## config.mk

```make
export PLATFORM = sky130hd
export DESIGN_NAME = fetch_stage
export DESIGN_NICKNAME = d
export VERILOG_FILES = /design/src/rtl/fetch_stage_pkg.sv /design/src/rtl/fetch_stage_pc_reg.sv /design/src/rtl/fetch_stage.sv
export SDC_FILE = /design/constraint.sdc
export NUM_CORES = 1
export LEC_CHECK = 0
export BUFFER_PORTS_ARGS = -buffer_cell sky130_fd_sc_hd__clkbuf_2
export CAP_MARGIN = 20
export CORE_ASPECT_RATIO = 1.4
export CORE_MARGIN = 2
export CORE_UTILIZATION = 52
export CTS_CLUSTER_DIAMETER = 50
export DETAILED_ROUTE_END_ITERATION = 16
export GPL_TIMING_DRIVEN = 0
export MAX_ROUTING_LAYER = met4
export PLACE_DENSITY = 0.81
export SETUP_SLACK_MARGIN = 0.4
export SYNTH_ARGS = -nofsm -noshare
export SYNTH_HDL_FRONTEND = slang
export SYNTH_HIERARCHICAL = 1
export SYNTH_SLANG_ARGS = --single-unit
```

## constraint.sdc

```tcl
create_clock -name clk -period 2.8 [get_ports clk]
set_clock_uncertainty 0.1 [all_clocks]
set_input_delay 0.56 -clock clk [delete_from_list [all_inputs] [get_ports clk]]
set_output_delay 0.56 -clock clk [all_outputs]
set_load 0.01 [all_outputs]
```

## src/rtl/fetch_stage_pkg.sv

```systemverilog
// -----------------------------------------------------------------------------
// fetch_stage_pkg
// Shared definitions for the instruction fetch stage and the main decoder:
//   - fetch_state_t : fetch controller state encoding (BOOT / RUN)
//   - OP_*          : recognised major opcodes
//   - NOP           : canonical no-operation word (addi x0, x0, 0)
//   - op_is_legal() : opcode classification shared with the decoder
// -----------------------------------------------------------------------------
package fetch_stage_pkg;

    typedef enum logic [0:0] {
        ST_BOOT = 1'b0,
        ST_RUN  = 1'b1
    } fetch_state_t;

    localparam logic [6:0]  OP_LW    = 7'b0000011;
    localparam logic [6:0]  OP_SW    = 7'b0100011;
    localparam logic [6:0]  OP_RTYPE = 7'b0110011;
    localparam logic [6:0]  OP_BEQ   = 7'b1100011;
    localparam logic [31:0] NOP      = 32'h0000_0013;

    // True when the opcode is one the decoder implements.
    function automatic logic op_is_legal(input logic [6:0] opcode);
        logic legal;
        case (opcode)
            OP_LW:    legal = 1'b1;
            OP_SW:    legal = 1'b1;
            OP_RTYPE: legal = 1'b1;
            OP_BEQ:   legal = 1'b1;
            default:  legal = 1'b0;
        endcase
        return legal;
    endfunction

endpackage : fetch_stage_pkg

```

## src/rtl/fetch_stage_pc_reg.sv

```systemverilog
// -----------------------------------------------------------------------------
// pc_reg
// Program counter register with asynchronous active-low reset and load enable.
// Ports:
//   clk       in   clock, rising edge
//   rst_n     in   asynchronous active-low reset, loads RESET_PC
//   i_load    in   1 = capture i_next_pc on this edge
//   i_next_pc in   next PC value (selected by fetch_stage)
//   o_pc      out  current PC (registered)
// -----------------------------------------------------------------------------
module pc_reg #(
    parameter logic [31:0] RESET_PC = 32'h0000_0000
) (
    input  logic        clk,
    input  logic        rst_n,
    input  logic        i_load,
    input  logic [31:0] i_next_pc,
    output logic [31:0] o_pc
);

    // The PC is always word aligned, even if RESET_PC is misconfigured.
    localparam logic [31:0] RESET_PC_ALIGNED = {RESET_PC[31:2], 2'b00};

    logic [31:0] r_pc;

    // PC register: reset to RESET_PC, otherwise load when enabled.
    always_ff @(posedge clk or negedge rst_n) begin
        if (!rst_n) begin
            r_pc <= RESET_PC_ALIGNED;
        end else if (i_load) begin
            r_pc <= i_next_pc;
        end else begin
            r_pc <= r_pc;
        end
    end

    assign o_pc = r_pc;

endmodule : pc_reg

```

## src/rtl/fetch_stage.sv

```systemverilog
// -----------------------------------------------------------------------------
// fetch_stage
// Single-issue instruction fetch stage: PC, next-PC selection, BOOT/RUN
// controller and the IF/ID pipeline register.
// Ports:
//   clk          in   clock, rising edge
//   rst_n        in   asynchronous active-low reset
//   pc_src       in   redirect request (1 = take pc_target)
//   pc_target    in   redirect address (low two bits ignored)
//   id_ready     in   decode can accept IF/ID this cycle
//   imem_addr    out  instruction memory address (= current PC)
//   imem_rdata   in   instruction word for imem_addr (combinational)
//   if_valid     out  IF/ID holds a live instruction
//   if_instr     out  registered instruction word
//   if_pc        out  PC of if_instr
//   if_pc_plus4  out  if_pc + 4
//   op           out  if_instr[6:0], feeds the main decoder
//   if_illegal   out  live instruction with an unimplemented opcode
// -----------------------------------------------------------------------------
module fetch_stage
    import fetch_stage_pkg::*;
#(
    parameter logic [31:0] RESET_PC = 32'h0000_0000
) (
    input  logic        clk,
    input  logic        rst_n,
    input  logic        pc_src,
    input  logic [31:0] pc_target,
    input  logic        id_ready,
    output logic [31:0] imem_addr,
    input  logic [31:0] imem_rdata,
    output logic        if_valid,
    output logic [31:0] if_instr,
    output logic [31:0] if_pc,
    output logic [31:0] if_pc_plus4,
    output logic [6:0]  op,
    output logic        if_illegal
);

    fetch_state_t r_state;
    fetch_state_t w_state_next;

    logic [31:0] w_pc;
    logic [31:0] w_pc_plus4;
    logic [31:0] w_pc_next;
    logic        w_pc_load;
    logic        w_ifid_load;
    logic        w_ifid_kill;
    logic        w_adv;

    logic        r_if_valid;
    logic [31:0] r_if_instr;
    logic [31:0] r_if_pc;
    logic [31:0] r_if_pc_plus4;

    // Redirect targets are forced word aligned; the dropped bits are unused.
    logic        w_unused_target_lsbs;
    assign w_unused_target_lsbs = ^pc_target[1:0];

    // Natural 32-bit add: wraps from FFFF_FFFC to 0000_0000 silently.
    assign w_pc_plus4 = w_pc + 32'd4;

    // An empty IF/ID slot can always be refilled.
    assign w_adv = (!r_if_valid) | id_ready;

    pc_reg #(
        .RESET_PC (RESET_PC)
    ) u_pc_reg (
        .clk       (clk),
        .rst_n     (rst_n),
        .i_load    (w_pc_load),
        .i_next_pc (w_pc_next),
        .o_pc      (w_pc)
    );

    // Controller state register.
    always_ff @(posedge clk or negedge rst_n) begin
        if (!rst_n) begin
            r_state <= ST_BOOT;
        end else begin
            r_state <= w_state_next;
        end
    end

    // Controller next state: BOOT lasts exactly one cycle.
    always_comb begin
        w_state_next = r_state;
        case (r_state)
            ST_BOOT: w_state_next = ST_RUN;
            ST_RUN:  w_state_next = ST_RUN;
            default: w_state_next = ST_BOOT;
        endcase
    end

    // Controller outputs: redirect beats stall, stall beats advance.
    always_comb begin
        w_pc_load   = 1'b0;
        w_pc_next   = w_pc;
        w_ifid_load = 1'b0;
        w_ifid_kill = 1'b0;
        case (r_state)
            ST_BOOT: begin
                w_pc_load   = 1'b0;
                w_ifid_kill = 1'b1;
            end
            ST_RUN: begin
                if (pc_src) begin
                    // Squash the wrong-path word currently on imem_rdata.
                    w_pc_load   = 1'b1;
                    w_pc_next   = {pc_target[31:2], 2'b00};
                    w_ifid_kill = 1'b1;
                end else if (w_adv) begin
                    w_pc_load   = 1'b1;
                    w_pc_next   = w_pc_plus4;
                    w_ifid_load = 1'b1;
                end else begin
                    w_pc_load   = 1'b0;
                    w_ifid_load = 1'b0;
                end
            end
            default: begin
                w_pc_load   = 1'b0;
                w_ifid_kill = 1'b1;
            end
        endcase
    end

    // IF/ID pipeline register; a kill only clears the valid bit.
    always_ff @(posedge clk or negedge rst_n) begin
        if (!rst_n) begin
            r_if_valid    <= 1'b0;
            r_if_instr    <= NOP;
            r_if_pc       <= 32'h0000_0000;
            r_if_pc_plus4 <= 32'h0000_0000;
        end else if (w_ifid_kill) begin
            r_if_valid    <= 1'b0;
        end else if (w_ifid_load) begin
            r_if_valid    <= 1'b1;
            r_if_instr    <= imem_rdata;
            r_if_pc       <= w_pc;
            r_if_pc_plus4 <= w_pc_plus4;
        end else begin
            r_if_valid    <= r_if_valid;
        end
    end

    assign imem_addr   = w_pc;
    assign if_valid    = r_if_valid;
    assign if_instr    = r_if_instr;
    assign if_pc       = r_if_pc;
    assign if_pc_plus4 = r_if_pc_plus4;

    // Decode-facing views come straight from IF/ID so they are glitch-free
    // with respect to imem_rdata.
    assign op         = r_if_instr[6:0];
    assign if_illegal = r_if_valid & ~op_is_legal(r_if_instr[6:0]);

endmodule : fetch_stage

```

Yosys cells after proc, flatten, opt, wreduce, memory -nomap -nowiden:

Cells that the tools add are included.

* memories: 0
* flip-flop bits (word level): 130
* bits in latches: 0
* memory bits (writable): 0
* output and inout port bits: 137
* word-level logic and storage cells: 34
* memory bits (read-only): 0
* input bits: 68

* $lt $le $gt $ge: 0
* shift-type cells: 0
* $mul: 0
* eq/ne operators: 4
* reduce and logical (&&, ||, !) cells: 6
* div/mod/pow operators: 0
* $add $sub $neg: 1
* bitwise logic cells: 5
* multiplexer cells: 12

Operators by type and width (count)
* $mux 32: 2
* $add 32x3->32 const B: 1
* $eq 7x6->1 const B: 2
* $mux 1: 8
* $eq 7x2->1 const B: 1
* $eq 7x7->1 const B: 1
* $pmux 1 s2: 2
* $reduce_bool 2->1: 2
* $reduce_or 4->1: 1
* $not 1->1: 3
* $reduce_and 3->1: 1
* $reduce_and 2->1: 1
* $and 1x1->1: 1
* $logic_not 1->1: 1
* $or 1x1->1: 1

Depth between registers and ports, before layout:

Gate-level depths: netlist (run 1).

* depth in word-level cells: 7
* gate-level depth with buffers: 8
* mapped depth without buffers: 7

Cells and area by module:

The synthesis (run 1) kept the hierarchy.

Modules (own cells, without submodules)
* fetch_stage: cells each 625, sequential area each 2406.1 um^2, instances 1, area an instance 5149.9 um^2
* pc_reg: cells each 68, sequential area each 800.8 um^2, instances 1, area an instance 1345.0 um^2

Worst setup path before layout (run 1):

No wires, ideal clock.

* path type: reg2reg
* start point: register u_pc_reg.r_pc[2], in the netlist u_pc_reg/o_pc[2]
* end point: register u_pc_reg.r_pc[30], in the netlist u_pc_reg/o_pc[30]
* library setup time: 0.125 ns
* clock period less this slack: 2.240 ns
* setup slack: 0.560 ns
* cell stages (with the launch flop): 8
* data arrival time: 2.015 ns
* path buffers: 0
* data required time: 2.575 ns
* cell sequence: dfrtp_1 > ha_1 > nand4_4 > nor4_4 > nand4_1 > xor2_1 > o21ai_1 > mux2_4

* word-level cells in the longest chain between the ends: 3

RTL lines
* from (decl): line fetch_stage_pc_reg.sv:24 `logic [31:0] r_pc;`
* from (signal assigned): line fetch_stage_pc_reg.sv:31 `r_pc <= i_next_pc;`
* from (signal assigned): line fetch_stage_pc_reg.sv:33 `r_pc <= r_pc;`
* $add 32x3->32: line fetch_stage.sv:61 `assign w_pc_plus4 = w_pc + 32'd4;`
* $mux 32: line fetch_stage.sv:112 `end else if (w_adv) begin`
* $mux 32: line fetch_stage.sv:107 `if (pc_src) begin`

Every way passes these cells. The select of a mux whose other input is x is not followed.
A chain may end at the register's enable or synchronous reset.

Worst setup path after layout (run 1):

* start point: register r_if_instr[5], in the netlist if_instr[5]
* end point: output port if_illegal

* word-level cells in the longest chain between the ends: 5
* elaborated cells on any way between the ends: 8
* those cells by class: eq/ne (4); mux (1); bitwise (2); reduce/logical (1)

RTL lines
* from (decl): line fetch_stage.sv:52 `logic [31:0] r_if_instr;`
* from (signal assigned): line fetch_stage.sv:139 `r_if_instr <= imem_rdata;`
* $eq 7x7->1, or another cell as far along: line fetch_stage_pkg.sv:25 `case (opcode)`
* $reduce_or 4->1 (no source line) *
* $mux 1 *: line fetch_stage_pkg.sv:25
* $not 1->1 *: line fetch_stage.sv:156 `assign if_illegal = r_if_valid & ~op_is_legal(r_if_instr[6:0]);`
* $and 1x1->1 *: line fetch_stage.sv:156
* to (decl): line fetch_stage.sv:37 `output logic if_illegal`

Mark *: on every way between the ends. The rest lies on a longest branch, timed or not.

==> results.ini, run 1 <==
[outcome]
status=completed

[global_route]
use_met1_pct=35.6
antenna_found_initial=0
grt_start_max_net_pins=69
grt_util_all_layers_pct=29.5
grt_pass1_vias=5886
grt_util_met2_pct=47.9
overflow=0
top_usage_layer=met2
grt_pass1_wl_mm=30.0
use_met3_pct=5.40

[logic_synthesis]
yosysSeqAreaShare_pct=49.4
synthArstFlopShare_pct=100
yosysUniqueCellTypes=65
ys_ff_latch=128
yosysTopAreaCell=dfrtp_1
synth_top_area_share_pct=48.2
synthFlopType=dfrtp_1
yosys_warnings=6
syn_inst=693
netlist_area_um2=6490
syn-num-nets=762
synth_edf_count=0
netlist_top_cells_area=dfrtp_1 (48%), nand2_1 (14%), mux2_4 (6.9%), o21ai_0 (2.8%), xor2_1 (2.0%)
avgSynthCellArea_um2=9.37

[route]
route.detailed.drc=0
drt-vias-per-instance=5.56
firstDrtPassIters=5
postRouteAntennaNets=0
wl_per_cell_um=17.6
drtIter0Drc=373
vias=6028
wl_mm=19.0

[worst_setup_path]
cp.arrival_ns=1.69
start_kind=register
slowest_delay_ns=0.37
reg2reg_from=u_pc_reg/o_pc[2]
crit_type=reg2out
critPathSlowestCell=maj3_1
worst-r2r-cell-count=8
crit_family=adder cells
cp_max_fo=3
required_ns=2.14
cp_num_buf_inv=2
r2r-end=u_pc_reg/o_pc[22]
setup.worst_path.start=if_instr[5]
r2r_slack_ns=0.45
path_cells=inv_1 -> maj3_1 -> o41a_1 -> clkbuf_2
end_kind=output pin

[place]
numPortBuffers=202
dp_cells=1046
dp_hpwl_mm=13.9
place.gp.congestion=0.879

[layout]
insertedDiodeCount=0
layout.nets=990
finish.utilization_pct=68.9
drive_gt1_share_pct=36.0
nFillCells=1006
instances_no_fill=1084
layout_commonest_cell=nand2_1
most-common-layout-cells=nand2_1 (237), clkbuf_2 (206), dfrtp_1 (123)
area_growth_pct=29.9

[timing]
rsz0062_at_grt=true
setup-violations-final=0
slew_viol_final=0
fmax_mhz=425
period_share_pct=84.0
tightest_slew_ns=0.686
relSlewSlack_pct=54.0
tns_ns=0
finalHoldViolCount=0
fin_crit_ns=2.35

[clocking]
ctsHoldBuffers=0
cts.clk_slew.worst_paths_ns=0.06
clk_path_buf_depth=2
numCtsBuffers=17
tritoncts=done
root_buffer=clkbuf_16
clock_sinks=128
htreeDepth=4
clkLatencyLatePin_ns=0.41

[power]
leakagePower_nw=4.43
power_density_nw_per_um2=839
ir_drop_uv=564

[floorplan]
die_area_um2=13400
io_pins=205
coreArea_um2=12300
rows=48
initial_utilization_pct=53.0
die_h_um=136
die_w_um=98.5

[min_path]
min_path_type=in2async

[flow_run]
drv_cap=0

==> worst reg2reg max path, cell delays in order (launching register included) <==
cell     delay [ns]
dfrtp_2        0.48
ha_4           0.21
nand4_4        0.20
nor4_4         0.37
buf_4          0.21
nand4_1        0.09
mux2i_1        0.18
a22oi_1        0.09
mux2_4         0.28
==> routing by layer <==
layer / wire, um / share of wire, %
met5: 0 / 0
met4: 735 / 3.9
met3: 1310 / 6.9
met2: 9590 / 50
met1: 7380 / 39
==> cells in the mapped netlist (5+ instances only) <==
cell	n
a21oi_1	23
a22oi_1	5
and2_1	5
and3_1	10
buf_2	17
buf_4	10
clkbuf_1	20
dfrtp_1	125
mux2_4	30
nand2_1	237
nand3_1	22
nand4_1	14
nor2_1	20
o21ai_0	36
o21ai_1	7
xnor2_1	8
xor2_1	15
==> worst max-delay path by stage <==
stage	end	cells past startpoint	slack (ns)
6_report	if_illegal	4	0.45
5_1_grt	u_pc_reg/o_pc[22]	8	0.33
4_1_cts	u_pc_reg/o_pc[22]	8	0.38
3_5_place_dp	u_pc_reg/o_pc[30]	7	0.19
3_3_place_gp	if_pc[7]	1	-0.95
2_1_floorplan	u_pc_reg/o_pc[30]	7	0.56
==> power breakdown <==
| group | total [W] | switching (W) | internal, W |
|---|---|---|---|
| clock network | 0.00234 | 0.000825 | 0.00151 |
| registers | 0.00274 | 0.000444 | 0.00230 |
| logic | 0.00200 | 0.00110 | 0.000901 |
| total | 0.00708 | 0.00237 | 0.00471 |
==> registers in the layout, indices dropped and copies added, names as in the netlist <==
signal,cells
u_pc_reg/o_pc,32
r_state,1
if_instr,32
if_valid,1
if_pc,30
if_pc_plus4,32
==> cells by family (layout without fill, tap and decap cells) <==
kind of cell    after synthesis  after routing  share of synthesized area (%)
mux                          35             35                           7.74
other cells                   1              1                         0.0577
simple gates                340            340                           24.2
flops                       128            128                           49.4
compound gates              104            104                           9.88
xor+xnor                     23             23                           3.10
buf+inv                      60            301                           5.28
fa+ha+maj                     2              2                          0.347
==> stage by stage <==
stage          worst slack, ns  area, um^2  total power [W]  hold WS, ns
2_1_floorplan            0.560        6490          0.00386        0.164
6_report                 0.448        8440          0.00708       0.0317
5_1_grt                  0.325        8440          0.00744       0.0582
3_5_place_dp             0.194        7730          0.00474        0.362
3_3_place_gp            -0.951        7690          0.00468        0.358
4_1_cts                  0.381        8390          0.00709       0.0430
==> timing repair <==
item                       CTS  global route
pin swaps                    2             1
setup buffers                3             3
gates resized for setup      3            11
setup endpoints to repair    8            28
==> area by class of cell <==
class                   instances  area (um^2)  share of cell area, %
inverters                       5         18.8                  0.222
multi-input cells             505         2970                   35.2
flip-flops and latches        128         3210                   38.0
clock buffers                  18          439                   5.20
clock inverters                14          188                   2.22
well taps                     150          188                   2.22
repair buffers                209         1090                   12.9
plain buffers                  55          330                   3.91
(Power assumes the default switching activity.)
==> run 2: changes to the inputs <==
--- a/config.mk
+++ b/config.mk
@@ -5,16 +5,17 @@
 export SDC_FILE = /design/constraint.sdc
 export NUM_CORES = 1
 export LEC_CHECK = 0
+export ABC_AREA = 1
 export BUFFER_PORTS_ARGS = -buffer_cell sky130_fd_sc_hd__clkbuf_2
 export CAP_MARGIN = 20
 export CORE_ASPECT_RATIO = 1.4
 export CORE_MARGIN = 2
-export CORE_UTILIZATION = 52
+export CORE_UTILIZATION = 46
 export CTS_CLUSTER_DIAMETER = 50
 export DETAILED_ROUTE_END_ITERATION = 16
 export GPL_TIMING_DRIVEN = 0
 export MAX_ROUTING_LAYER = met4
-export PLACE_DENSITY = 0.81
+export PLACE_DENSITY = 0.76
 export SETUP_SLACK_MARGIN = 0.4
 export SYNTH_ARGS = -nofsm -noshare
 export SYNTH_HDL_FRONTEND = slang
==> constraint.sdc (replaced) <==
create_clock -name clk -period 2.1 [get_ports clk]
set_clock_uncertainty 0.1 [all_clocks]
set_input_delay 0.42 -clock clk [delete_from_list [all_inputs] [get_ports clk]]
set_output_delay 0.42 -clock clk [all_outputs]
set_load 0.01 [all_outputs]
==> run 2 against run 1 <==
  * Critical path depth unchanged
  * Final cell count is 21% higher
  * Synthesized area fell by 2.9%
  * Final area rose by 12%
  * Combinational power grew 13%
  * Synthesized cell count rose by 16%
  * Sequential power increased by 20%
  * Highest routed layer unchanged
  * Sequential share of layout area decreased by 3.8 points
  * Global-route usage decreased by 0.70 points
  * First-iteration DRC count grew 68%
  * Flip-flop and latch count did not move
==> results.ini, run 2 <==
[logic_synthesis]
synth_top_area_share_pct=49.6
yosysSeqAreaShare_pct=50.9
synth_top_family_by_area=simple AND/OR/NAND/NOR gates
netlist_top_cells_count=nand2_1 (399), dfrtp_1 (125), nor2_1 (45), inv_1 (36), o21ai_0 (30)
syn-num-nets=875
syn_inst=806
synth.area.mux_share_pct=0
yosysTopAreaCell=dfrtp_1
avgSynthCellArea_um2=7.82
synthFlopType=dfrtp_1
ys_ff_latch=128
netlist_area_um2=6310
yosysUniqueCellTypes=40
synth.most_common_cell=nand2_1
netlist_top_cells_area=dfrtp_1 (50%), nand2_1 (24%), a22oi_1 (3.0%), nor2_1 (2.7%), o21ai_0 (2.4%)
synth_fa_ha_area_share_pct=0.198
synth-compound-area-share_pct=7.32
synthArstFlopShare_pct=100
yosys_warnings=6
synth-simple-area-share_pct=33.3
synth-xor-area-share_pct=1.23
synth_edf_count=0

[place]
numPortBuffers=201
dp_cells=1190
dp_hpwl_mm=13.7
place.gp.congestion=0.913

[route]
route.detailed.drc=0
drt-vias-per-instance=5.32
drtIter0Drc=627
postRouteAntennaNets=0
wl_per_cell_um=17.9
wl_mm=23.4
vias=6959
firstDrtPassIters=6

[min_path]
min_path_type=in2reg

[worst_setup_path]
cp.arrival_ns=1.45
start_kind=register
worst-r2r-cell-count=11
r2r-end=u_pc_reg/o_pc[26]
cp_max_fo=2
crit_type=reg2out
critPathCapture=if_illegal
end_kind=output pin
setup.worst_path.start=if_instr[0]
required_ns=1.58
reg2reg_from=u_pc_reg/o_pc[10]
r2r_slack_ns=0.17

[layout]
layout.nets=1181
instances_no_fill=1307
nFillCells=1030
layout_commonest_cell=nand2_1
most-common-layout-cells=nand2_1 (364), clkbuf_2 (196), dfrtp_1 (96)
drive_gt1_share_pct=45.7
insertedDiodeCount=0
area_growth_pct=50.3

[floorplan]
rows=50
io_pins=205
coreArea_um2=13400
die_h_um=143
die_w_um=103
die_area_um2=14700
initial_utilization_pct=47.1

[global_route]
overflow=0
grt_pass1_vias=6077
grt_start_max_net_pins=91
grt_pass1_wl_mm=31.1
antenna_found_initial=0
grt_util_all_layers_pct=28.8

[power]
p_switching_w=0.00283
netSwitchingFraction_pct=32.9
p_seq_share_pct=38.3
leakagePower_nw=5.17
power_density_nw_per_um2=909
p_clk_share_pct=35.3
comb_power_share_pct=26.4
ir_drop_uv=544
power.internal_w=0.00578

[timing]
fmax_mhz=507
period_share_pct=93.9
setup-violations-final=0
relSlewSlack_pct=59.9
slew_viol_final=0
finalHoldViolCount=0
fin_hold_ws_ns=0.0673
fin_crit_ns=1.97
rsz0062_at_grt=true
tightest_slew_ns=0.595

[clocking]
clock_sinks=128
cts.clk_slew.worst_paths_ns=0.06
htreeDepth=4
clk_path_buf_depth=2
clkLatencyLatePin_ns=0.43
tritoncts=done
root_buffer=clkbuf_16
numCtsBuffers=17

[flow_run]
drv_cap=0

[outcome]
status=completed

## run 2: area by class of cell
| type | instances | area, um^2 | share of cell area, % |
|---|---|---|---|
| Sequential cell | 128 | 3240 | 34.2 |
| Multi-Input combinational cell | 596 | 3070 | 32.4 |
| Buffer | 41 | 355 | 3.75 |
| Inverter | 41 | 169 | 1.78 |
| Tap cell | 182 | 228 | 2.40 |
| Timing Repair Buffer | 287 | 1800 | 19.0 |
| Clock buffer | 21 | 480 | 5.07 |
| Clock inverter | 11 | 129 | 1.36 |
## run 2: layer usage
metal | GRT usage, % | routed length, um | vias to the layer above | share of wire, %
met1 | 32.3 | 8360 | 3239 | 36
li1 | - | - | 3138 | -
met4 | 13.6 | 1480 | 0 | 6.3
met2 | 47.8 | 11600 | 446 | 49
met5 | - | 0 | - | 0
met3 | 6.83 | 2030 | 136 | 8.7
## run 2: per-stage QoR
stage	util, %	setup TNS, ns	setup WS (ns)	power [W]	instance area [um^2]
global placement	56.6	-197.51	-1.82	0.00498	7570
floorplan	-	0	0.403	0.00419	6340
global route	70.8	0	0.0502	0.00898	9480
CTS	64.9	0	0.182	0.00827	8680
finish	70.8	0	0.127	0.00862	9480
detailed placement	56.9	-2.23	-0.0824	0.00502	7610
## run 2: cell families (layout without fill, tap and decap cells)
kind of cell | after synthesis | count (layout)
AND/OR/NAND/NOR | 511 | 511
flip-flops | 128 | 128
buffers and inverters | 82 | 401
AO/OA/AOI/OAI | 75 | 75
XOR/XNOR | 8 | 8
adder cells (fa/ha/maj) | 1 | 1
other | 1 | 1
## run 2: critical path, stage by stage (launching register included)
cell	delay [ns]
dfstp_2	0.55
nand3_2	0.09
a211oi_2	0.19
nor2_1	0.07
clkbuf_2	0.13
## run 2: power by group through the flow
stage	registers, W	clock network (W)	logic [W]
floorplan	0.00346	0	0.000730
global placement	0.00332	0	0.00166
detailed placement	0.00333	0	0.00170
CTS	0.00325	0.00306	0.00197
global route	0.00334	0.00317	0.00247
finish	0.00330	0.00304	0.00227
## run 2: what timing repair did
item                                    CTS  global route
setup buffers                            41            43
hold buffers                              1             0
pin swaps                                14            72
hold endpoints to repair                 35             0
endpoints found under the setup margin  114            85
cloned                                    0             0
gates resized for setup                  52           148
## run 2: worst min-delay path by stage
stage / depth (start not counted) / slack (ns) / from / end
after floorplan: 0 / 0.02 / rst_n / if_instr[10]
after global placement: 2 / 0.36 / if_instr[14] / if_instr[14]
after detailed placement: 1 / 0.26 / rst_n / if_instr[14]
after CTS: 3 / 0.06 / imem_rdata[1] / if_instr[1]
after global routing: 3 / 0.08 / imem_rdata[1] / if_instr[1]
final: 3 / 0.07 / imem_rdata[1] / if_instr[1]
